## src/rtl/atm_pkg.sv

```systemverilog
// Shared definitions for the ATM keypad entry block: field widths, key codes,
// action codes, entry-state encoding and the saturating decimal accumulator.
package atm_pkg;

  localparam int unsigned PIN_SIZE     = 4;
  localparam int unsigned ACCOUNT_SIZE = 12;
  localparam int unsigned BALANCE_SIZE = 16;

  localparam logic [4:0] KEY_ENTER  = 5'h10;
  localparam logic [4:0] KEY_CLEAR  = 5'h11;
  localparam logic [4:0] KEY_CANCEL = 5'h12;

  localparam logic [2:0] ACT_BALANCE    = 3'd3;
  localparam logic [2:0] ACT_WITHDRAW   = 3'd4;
  localparam logic [2:0] ACT_DEPOSIT    = 3'd5;
  localparam logic [2:0] ACT_TRANSFER   = 3'd6;
  localparam logic [2:0] ACT_PIN_CHANGE = 3'd7;

  // Maximum digits each field will absorb before further digits are dropped.
  localparam logic [2:0] ACC_DIGITS    = 3'd3;
  localparam logic [2:0] PIN_DIGITS    = 3'd1;
  localparam logic [2:0] AMOUNT_DIGITS = 3'd5;

  typedef enum logic [2:0] {
    StIdle,
    StAcc,
    StPin,
    StAction,
    StAmount,
    StDest,
    StNewPin,
    StDone
  } entry_state_e;

  function automatic logic [BALANCE_SIZE-1:0] amount_append(
    input logic [BALANCE_SIZE-1:0] cur,
    input logic [3:0]              digit
  );
    logic [BALANCE_SIZE+3:0] wide;
    wide = ({4'd0, cur} * (BALANCE_SIZE + 4)'(10)) + (BALANCE_SIZE + 4)'(digit);
    if (wide[BALANCE_SIZE+3:BALANCE_SIZE] != 4'd0) begin
      return {BALANCE_SIZE{1'b1}};
    end
    return wide[BALANCE_SIZE-1:0];
  endfunction

endpackage

```

## src/rtl/atm_timeout_ctr.sv

```systemverilog
// Idle-cycle counter: counts while enabled, flags expiry on reaching
// TIMEOUT_CYCLES-1, and returns to zero whenever cleared.
module atm_timeout_ctr #(
  parameter int unsigned TIMEOUT_CYCLES = 1000
) (
  input  logic clk,
  input  logic rst,
  input  logic clear,
  input  logic enable,
  output logic expire
);

  localparam int unsigned CntW = (TIMEOUT_CYCLES > 1) ? $clog2(TIMEOUT_CYCLES) : 1;
  localparam logic [CntW-1:0] CntLast = CntW'(TIMEOUT_CYCLES - 1);

  logic [CntW-1:0] cnt_q, cnt_d;

  assign expire = enable && (cnt_q == CntLast);

  always_comb begin
    cnt_d = cnt_q;
    if (clear) begin
      cnt_d = '0;
    end else if (enable && !expire) begin
      cnt_d = cnt_q + CntW'(1);
    end
  end

  always_ff @(posedge clk) begin
    if (!rst) begin
      cnt_q <= '0;
    end else begin
      cnt_q <= cnt_d;
    end
  end

endmodule

```

## src/rtl/atm_keypad_entry.sv

```systemverilog
// Keypad entry sequencer: collects account, PIN, action and action-specific
// fields from key strobes and presents a request until the controller accepts it.
module atm_keypad_entry
  import atm_pkg::*;
#(
  parameter int unsigned TIMEOUT_CYCLES = 1000
) (
  input  logic                    clk,
  input  logic                    rst,
  input  logic                    key_valid,
  input  logic [4:0]              key_code,
  input  logic                    req_ready,
  output logic                    req_valid,
  output logic [ACCOUNT_SIZE-1:0] accNumber,
  output logic [PIN_SIZE-1:0]     pin,
  output logic [2:0]              action,
  output logic [BALANCE_SIZE-1:0] amount,
  output logic [ACCOUNT_SIZE-1:0] destinationAcc,
  output logic                    pinChange,
  output logic [PIN_SIZE-1:0]     newPin,
  output logic                    session_abort
);

  entry_state_e            state_q, state_d;
  logic [2:0]              digits_q, digits_d;
  logic [ACCOUNT_SIZE-1:0] acc_q, acc_d;
  logic [PIN_SIZE-1:0]     pin_q, pin_d;
  logic [2:0]              action_q, action_d;
  logic [BALANCE_SIZE-1:0] amount_q, amount_d;
  logic [ACCOUNT_SIZE-1:0] dest_q, dest_d;
  logic                    pin_change_q, pin_change_d;
  logic [PIN_SIZE-1:0]     new_pin_q, new_pin_d;
  logic                    abort_q, abort_d;

  logic       is_digit, is_enter, is_clear, is_cancel;
  logic [3:0] digit;
  logic       active, expire, have_digits;

  assign digit       = key_code[3:0];
  assign is_digit    = key_valid && !key_code[4];
  assign is_enter    = key_valid && (key_code == KEY_ENTER);
  assign is_clear    = key_valid && (key_code == KEY_CLEAR);
  assign is_cancel   = key_valid && (key_code == KEY_CANCEL);
  assign have_digits = (digits_q != 3'd0);
  assign active      = (state_q != StIdle) && (state_q != StDone);

  atm_timeout_ctr #(
    .TIMEOUT_CYCLES(TIMEOUT_CYCLES)
  ) u_timeout (
    .clk   (clk),
    .rst   (rst),
    .clear (key_valid || !active),
    .enable(active),
    .expire(expire)
  );

  always_comb begin
    state_d      = state_q;
    digits_d     = digits_q;
    acc_d        = acc_q;
    pin_d        = pin_q;
    action_d     = action_q;
    amount_d     = amount_q;
    dest_d       = dest_q;
    pin_change_d = pin_change_q;
    new_pin_d    = new_pin_q;
    abort_d      = 1'b0;

    case (state_q)
      StIdle: begin
        if (is_digit) begin
          state_d  = StAcc;
          acc_d    = ACCOUNT_SIZE'(digit);
          digits_d = 3'd1;
        end
      end

      StAcc: begin
        if (is_digit) begin
          if (digits_q < ACC_DIGITS) begin
            acc_d    = {acc_q[ACCOUNT_SIZE-5:0], digit};
            digits_d = digits_q + 3'd1;
          end
        end else if (is_enter && have_digits) begin
          state_d  = StPin;
          digits_d = 3'd0;
        end else if (is_clear) begin
          acc_d    = '0;
          digits_d = 3'd0;
        end
      end

      StPin: begin
        if (is_digit) begin
          if (digits_q < PIN_DIGITS) begin
            pin_d    = digit;
            digits_d = 3'd1;
          end
        end else if (is_enter && have_digits) begin
          state_d  = StAction;
          digits_d = 3'd0;
        end else if (is_clear) begin
          pin_d    = '0;
          digits_d = 3'd0;
        end
      end

      StAction: begin
        if (is_digit) begin
          if (digit >= {1'b0, ACT_BALANCE} && digit <= {1'b0, ACT_PIN_CHANGE}) begin
            action_d = digit[2:0];
            digits_d = 3'd1;
          end
        end else if (is_enter && have_digits) begin
          digits_d = 3'd0;
          case (action_q)
            ACT_BALANCE:               state_d = StDone;
            ACT_WITHDRAW, ACT_DEPOSIT: state_d = StAmount;
            ACT_TRANSFER:              state_d = StDest;
            ACT_PIN_CHANGE:            state_d = StNewPin;
            default:                   state_d = StAction;
          endcase
        end else if (is_clear) begin
          action_d = '0;
          digits_d = 3'd0;
        end
      end

      StAmount: begin
        if (is_digit) begin
          if (digit <= 4'd9 && digits_q < AMOUNT_DIGITS) begin
            amount_d = amount_append(amount_q, digit);
            digits_d = digits_q + 3'd1;
          end
        end else if (is_enter && have_digits) begin
          state_d  = StDone;
          digits_d = 3'd0;
        end else if (is_clear) begin
          amount_d = '0;
          digits_d = 3'd0;
        end
      end

      StDest: begin
        if (is_digit) begin
          if (digits_q < ACC_DIGITS) begin
            dest_d   = {dest_q[ACCOUNT_SIZE-5:0], digit};
            digits_d = digits_q + 3'd1;
          end
        end else if (is_enter && have_digits) begin
          state_d  = StAmount;
          digits_d = 3'd0;
        end else if (is_clear) begin
          dest_d   = '0;
          digits_d = 3'd0;
        end
      end

      StNewPin: begin
        if (is_digit) begin
          if (digits_q < PIN_DIGITS) begin
            new_pin_d = digit;
            digits_d  = 3'd1;
          end
        end else if (is_enter && have_digits) begin
          state_d      = StDone;
          pin_change_d = 1'b1;
          digits_d     = 3'd0;
        end else if (is_clear) begin
          new_pin_d = '0;
          digits_d  = 3'd0;
        end
      end

      StDone: begin
        // Keys are ignored; account and PIN survive the handshake.
        if (req_ready) begin
          state_d      = StAction;
          digits_d     = 3'd0;
          action_d     = '0;
          amount_d     = '0;
          dest_d       = '0;
          new_pin_d    = '0;
          pin_change_d = 1'b0;
        end
      end

      default: begin
        state_d = StIdle;
      end
    endcase

    // A key arriving on the expiry cycle rescues the session.
    if (active && (is_cancel || (expire && !key_valid))) begin
      state_d      = StIdle;
      digits_d     = 3'd0;
      acc_d        = '0;
      pin_d        = '0;
      action_d     = '0;
      amount_d     = '0;
      dest_d       = '0;
      pin_change_d = 1'b0;
      new_pin_d    = '0;
      abort_d      = 1'b1;
    end
  end

  always_ff @(posedge clk) begin
    if (!rst) begin
      state_q      <= StIdle;
      digits_q     <= 3'd0;
      acc_q        <= '0;
      pin_q        <= '0;
      action_q     <= '0;
      amount_q     <= '0;
      dest_q       <= '0;
      pin_change_q <= 1'b0;
      new_pin_q    <= '0;
      abort_q      <= 1'b0;
    end else begin
      state_q      <= state_d;
      digits_q     <= digits_d;
      acc_q        <= acc_d;
      pin_q        <= pin_d;
      action_q     <= action_d;
      amount_q     <= amount_d;
      dest_q       <= dest_d;
      pin_change_q <= pin_change_d;
      new_pin_q    <= new_pin_d;
      abort_q      <= abort_d;
    end
  end

  assign req_valid      = (state_q == StDone);
  assign accNumber      = acc_q;
  assign pin            = pin_q;
  assign action         = action_q;
  assign amount         = amount_q;
  assign destinationAcc = dest_q;
  assign pinChange      = pin_change_q;
  assign newPin         = new_pin_q;
  assign session_abort  = abort_q;

endmodule

```

## config.mk

```make
export PLATFORM = sky130hd
export DESIGN_NAME = atm_keypad_entry
export DESIGN_NICKNAME = d
export VERILOG_FILES = /design/src/rtl/atm_pkg.sv /design/src/rtl/atm_timeout_ctr.sv /design/src/rtl/atm_keypad_entry.sv
export SDC_FILE = /design/constraint.sdc
export NUM_CORES = 1
export LEC_CHECK = 0
export CAP_MARGIN = 20
export CORE_ASPECT_RATIO = 0.8
export CORE_MARGIN = 1.5
export CORE_UTILIZATION = 40
export DETAILED_ROUTE_END_ITERATION = 7
export PLACE_DENSITY = 0.6
export REMOVE_ABC_BUFFERS = 1
export SYNTH_ARGS = -nofsm -noshare
export SYNTH_HDL_FRONTEND = slang
export SYNTH_SLANG_ARGS = --single-unit
```

## constraint.sdc

```tcl
create_clock -name clk -period 4 [get_ports clk]
set_clock_uncertainty 0.05 [all_clocks]
set_input_delay 0.4 -clock clk [delete_from_list [all_inputs] [get_ports clk]]
set_output_delay 0.4 -clock clk [all_outputs]
set_load 0.05 [all_outputs]
```

==> summary.md <==
| Metric | Value |
|---|---|
| Longest Clk Path Bufs | `2` |
| RSZ-0062 raised after global routing | `no` |
| Yosys cell types | `77` |
| Total grt overflow | `0` |
| Status | `finished, final reports clean` |
| Final setup fails | `0` |
| Hold depth | `2` |
| First-pass GRT wire length | `19,700 um` |
| Synth-to-Final Area Change | `23.4%` |
| Worst hold path type | `reg -> reg` |
| Proportion of layout cells with a drive suffix above 1 | `10.4%` |
| Number of buffers created by CTS | `9` |
| Slowest-stage cell, CP | `a221oi_4` |
| HPWL after DPL | `8780 um` |
| Clock-pin slew on the worst setup and hold paths | `0.05 ns` |
| Post-synthesis mux area share | `2.66%` |
| Synthesized area per cell | `8.26 um^2` |
| DR pass1 iterations | `4` |
| Vias in the first global route | `3,898` |
| CTS tree | `yes` |
| Synth Area in XOR/XNOR | `5.85%` |
| Ports | `63` |
| Worst path required time | `4.22 ns` |
| Largest net degree at the start of global routing | `30` |
| Clock sinks | `69` |
| Syn Inst Count | `552` |
| Critical path data arrival time | `3.88 ns` |
| Initial antenna violation count | `0` |
| Number of setup buffers added after CTS | `0` |
| Initial Util | `41.5%` |
| Die Span Y | `98.5 um` |
| VDD IR max | `0.000207 V` |
| Simple-gate share of the synthesized area | `26.2%` |
| PD cells | `281 nW/um^2` |
| DR iter-0 viols | `285` |
| Max Slew Vio Count | `0` |
| Post-Synthesis Cell Area | `4560 um^2` |
| Clock Tree Root | `clkbuf_16` |
| Routed vias/inst | `5.52` |
| Compound-cell area share of the yosys netlist | `20.6%` |
| Async set-reset flop share out of synthesis | `0%` |
| Drt drc | `0` |
| Worst skew pair latency | `0.33 ns` |
| Levels on crit path | `12` |
| Bufs and invs on worst path | `1` |
| Filler cell count | `1,053` |
| WL/cell | `15.5 um` |
| Slew margin rel. | `55.9%` |
| Synth warn | `0` |
| H-tree depth | `3` |
| Post-route ant nets | `0` |
| Crit path max-delay family | `simple AND/OR/NAND/NOR gates` |
| Vias | `4,193` |
| Crit path kind | `reg -> reg` |
| GP Congestion | `0.864` |
| Die area | `12,000 um^2` |
| Pleak | `2.24 nW` |
| Post-synth EDFFs | `0` |
| Max FO, Critical Path | `10` |
| Most used cell, CP | `ha_1` |
| Post-CTS Hold Buffers | `0` |
| Design Power | `1.58 mW` |
| Post-cts sizing count | `0` |
| Final worst path period need | `3.66 ns` |
| Fmax | `273 MHz` |
| Setup TNS | `0 ns` |
| # rows | `34` |
| Path depth of the worst reg2reg path | `12` |
| CP startpoint kind | `register` |
| WHS | `0.398 ns` |
| Final Hold Fails | `0` |
| Nets | `656` |
| Critical Path End Type | `register` |
| CP peak stage delay | `0.50 ns` |
| Crit-path cells | `ha_1, ha_1, inv_1, fa_1, nand2b_1, or2_2, nor4_4, nand2_2, nor3b_4, nand4_4, a221oi_4, a221o_1` |
| Seq/Total Area, Yosys | `30.3%` |
| Largest family of logic cells by synthesized area | `simple AND/OR/NAND/NOR gates` |
| Port bufs | `62` |
| Seq cells post-synth | `69` |
| Die width | `122 um` |
| Drt total wl | `11,800 um` |
| Core box area | `11,000 um^2` |
| Least-Margin Pin Slew | `0.661 ns` |
| Part of the cycle the worst path needs | `91.6%` |
| GRT Total Usage | `20.4%` |
| Most used DFF post-synth | `dfxtp_1` |
| N_diodes | `0` |
| Synth Area in Adders | `10.2%` |
| Max-cap violation count | `0` |
[report_power, final]
part           switching (mW)  internal, mW  leakage, nW
clock network           0.292         0.475        0.138
logic                  0.0727        0.0379         1.54
registers             0.00983         0.692        0.556
total                   0.374          1.21         2.24
[layout make-up]
| cell class | count | area [um^2] | area share [%] |
|---|---|---|---|
| Timing Repair Buffer | 76 | 726 | 12.9 |
| Sequential cell | 69 | 1380 | 24.6 |
| Inverter | 17 | 66.3 | 1.18 |
| Tap cell | 144 | 180 | 3.20 |
| Multi-Input combinational cell | 438 | 2990 | 53.1 |
| Clock inverter | 5 | 52.6 | 0.935 |
| Clock buffer | 10 | 229 | 4.07 |
[synthesized netlist by cell type, drive strengths merged, types with 5 or more instances]
cell	instances	area, um^2
dfxtp	69	1380
a22o	5	43.8
nand3	51	255
xor2	12	113
or2	5	31.3
inv	17	66.3
nand4	5	46.3
nor3	10	50.1
or3	5	31.3
ha	34	425
buf	10	53.8
mux2i	11	110
a21oi	51	267
nand2	62	235
nor2b	11	68.8
nor2	48	185
nand2b	5	31.3
clkbuf	18	67.6
a21o	5	37.5
xnor2	15	154
and3	11	68.8
a221o	7	70.1
a211oi	6	72.6
o21ai	22	110
[placed cells by master (no fill, tap or decap), drive strengths merged, types with 5 or more instances in the layout]
| cell type | count |
|---|---|
| clkdlybuf4s50 | 62 |
| mux2i | 11 |
| a21o | 5 |
| a21oi | 51 |
| dfxtp | 69 |
| ha | 34 |
| buf | 14 |
| or2 | 5 |
| nor3 | 10 |
| nand2 | 62 |
| nand3 | 51 |
| xor2 | 12 |
| or3 | 5 |
| a211oi | 6 |
| inv | 17 |
| nor2 | 48 |
| clkbuf | 10 |
| and3 | 11 |
| o21ai | 22 |
| a221o | 7 |
| xnor2 | 15 |
| nor2b | 11 |
| nand2b | 5 |
| nand4 | 5 |
| a22o | 5 |
[metrics by stage]
stage / util, % / setup slack [ns] / area [um^2] / instances
CTS: 51.2 / 0.372 / 5620 / 759
detailed placement: 48.7 / 0.403 / 5340 / 744
global route: 51.2 / 0.155 / 5620 / 759
global placement: 48.7 / 0.481 / 5340 / 744
floorplan: - / 0.371 / 4440 / 524
finish: 51.2 / 0.338 / 5620 / 759
[flip-flops by register name (all words and copies together) (netlist names)]
signal,flops
destinationAcc,12
pin,4
session_abort,1
u_timeout.cnt_q,10
action,3
newPin,4
accNumber,12
state_q,3
pinChange,1
amount,16
digits_q,3
[path summary, 6_finish.rpt]
check / endpoint / slack [ns] / from
setup reg to reg: amount[0] / 0.34 / amount[3]
setup / recovery: amount[0] / 0.34 / amount[3]
hold reg to reg: destinationAcc[8] / 0.40 / destinationAcc[8]
hold / removal: destinationAcc[8] / 0.40 / destinationAcc[8]
[cells by family (layout without fill, tap and decap cells)]
family                   Yosys count  after routing
adder cells (fa/ha/maj)           36             36
AND/OR/NAND/NOR                  233            233
buffers and inverters             45            108
AO/OA/AOI/OAI                    130            130
XOR/XNOR                          27             27
flip-flops                        69             69
multiplexers                      12             12
[worst min-delay path: cells and delay by family, from the launching register on]
kind	cells	cell delay [ns]
AND/OR/NAND/NOR	1	0.05
AO/OA/AOI/OAI	1	0.05
flip-flops	1	0.30
[metal layers]
metal  vias up  track usage (%)  part of all wire (%)
met4         0             5.81                   1.0
met3         9             4.28                   5.2
met5         -                0                     0
met2        99             29.2                    42
met1      1967             30.7                    52
li1       2118                -                     -
No activity file was read; power rests on OpenSTA's default activity.
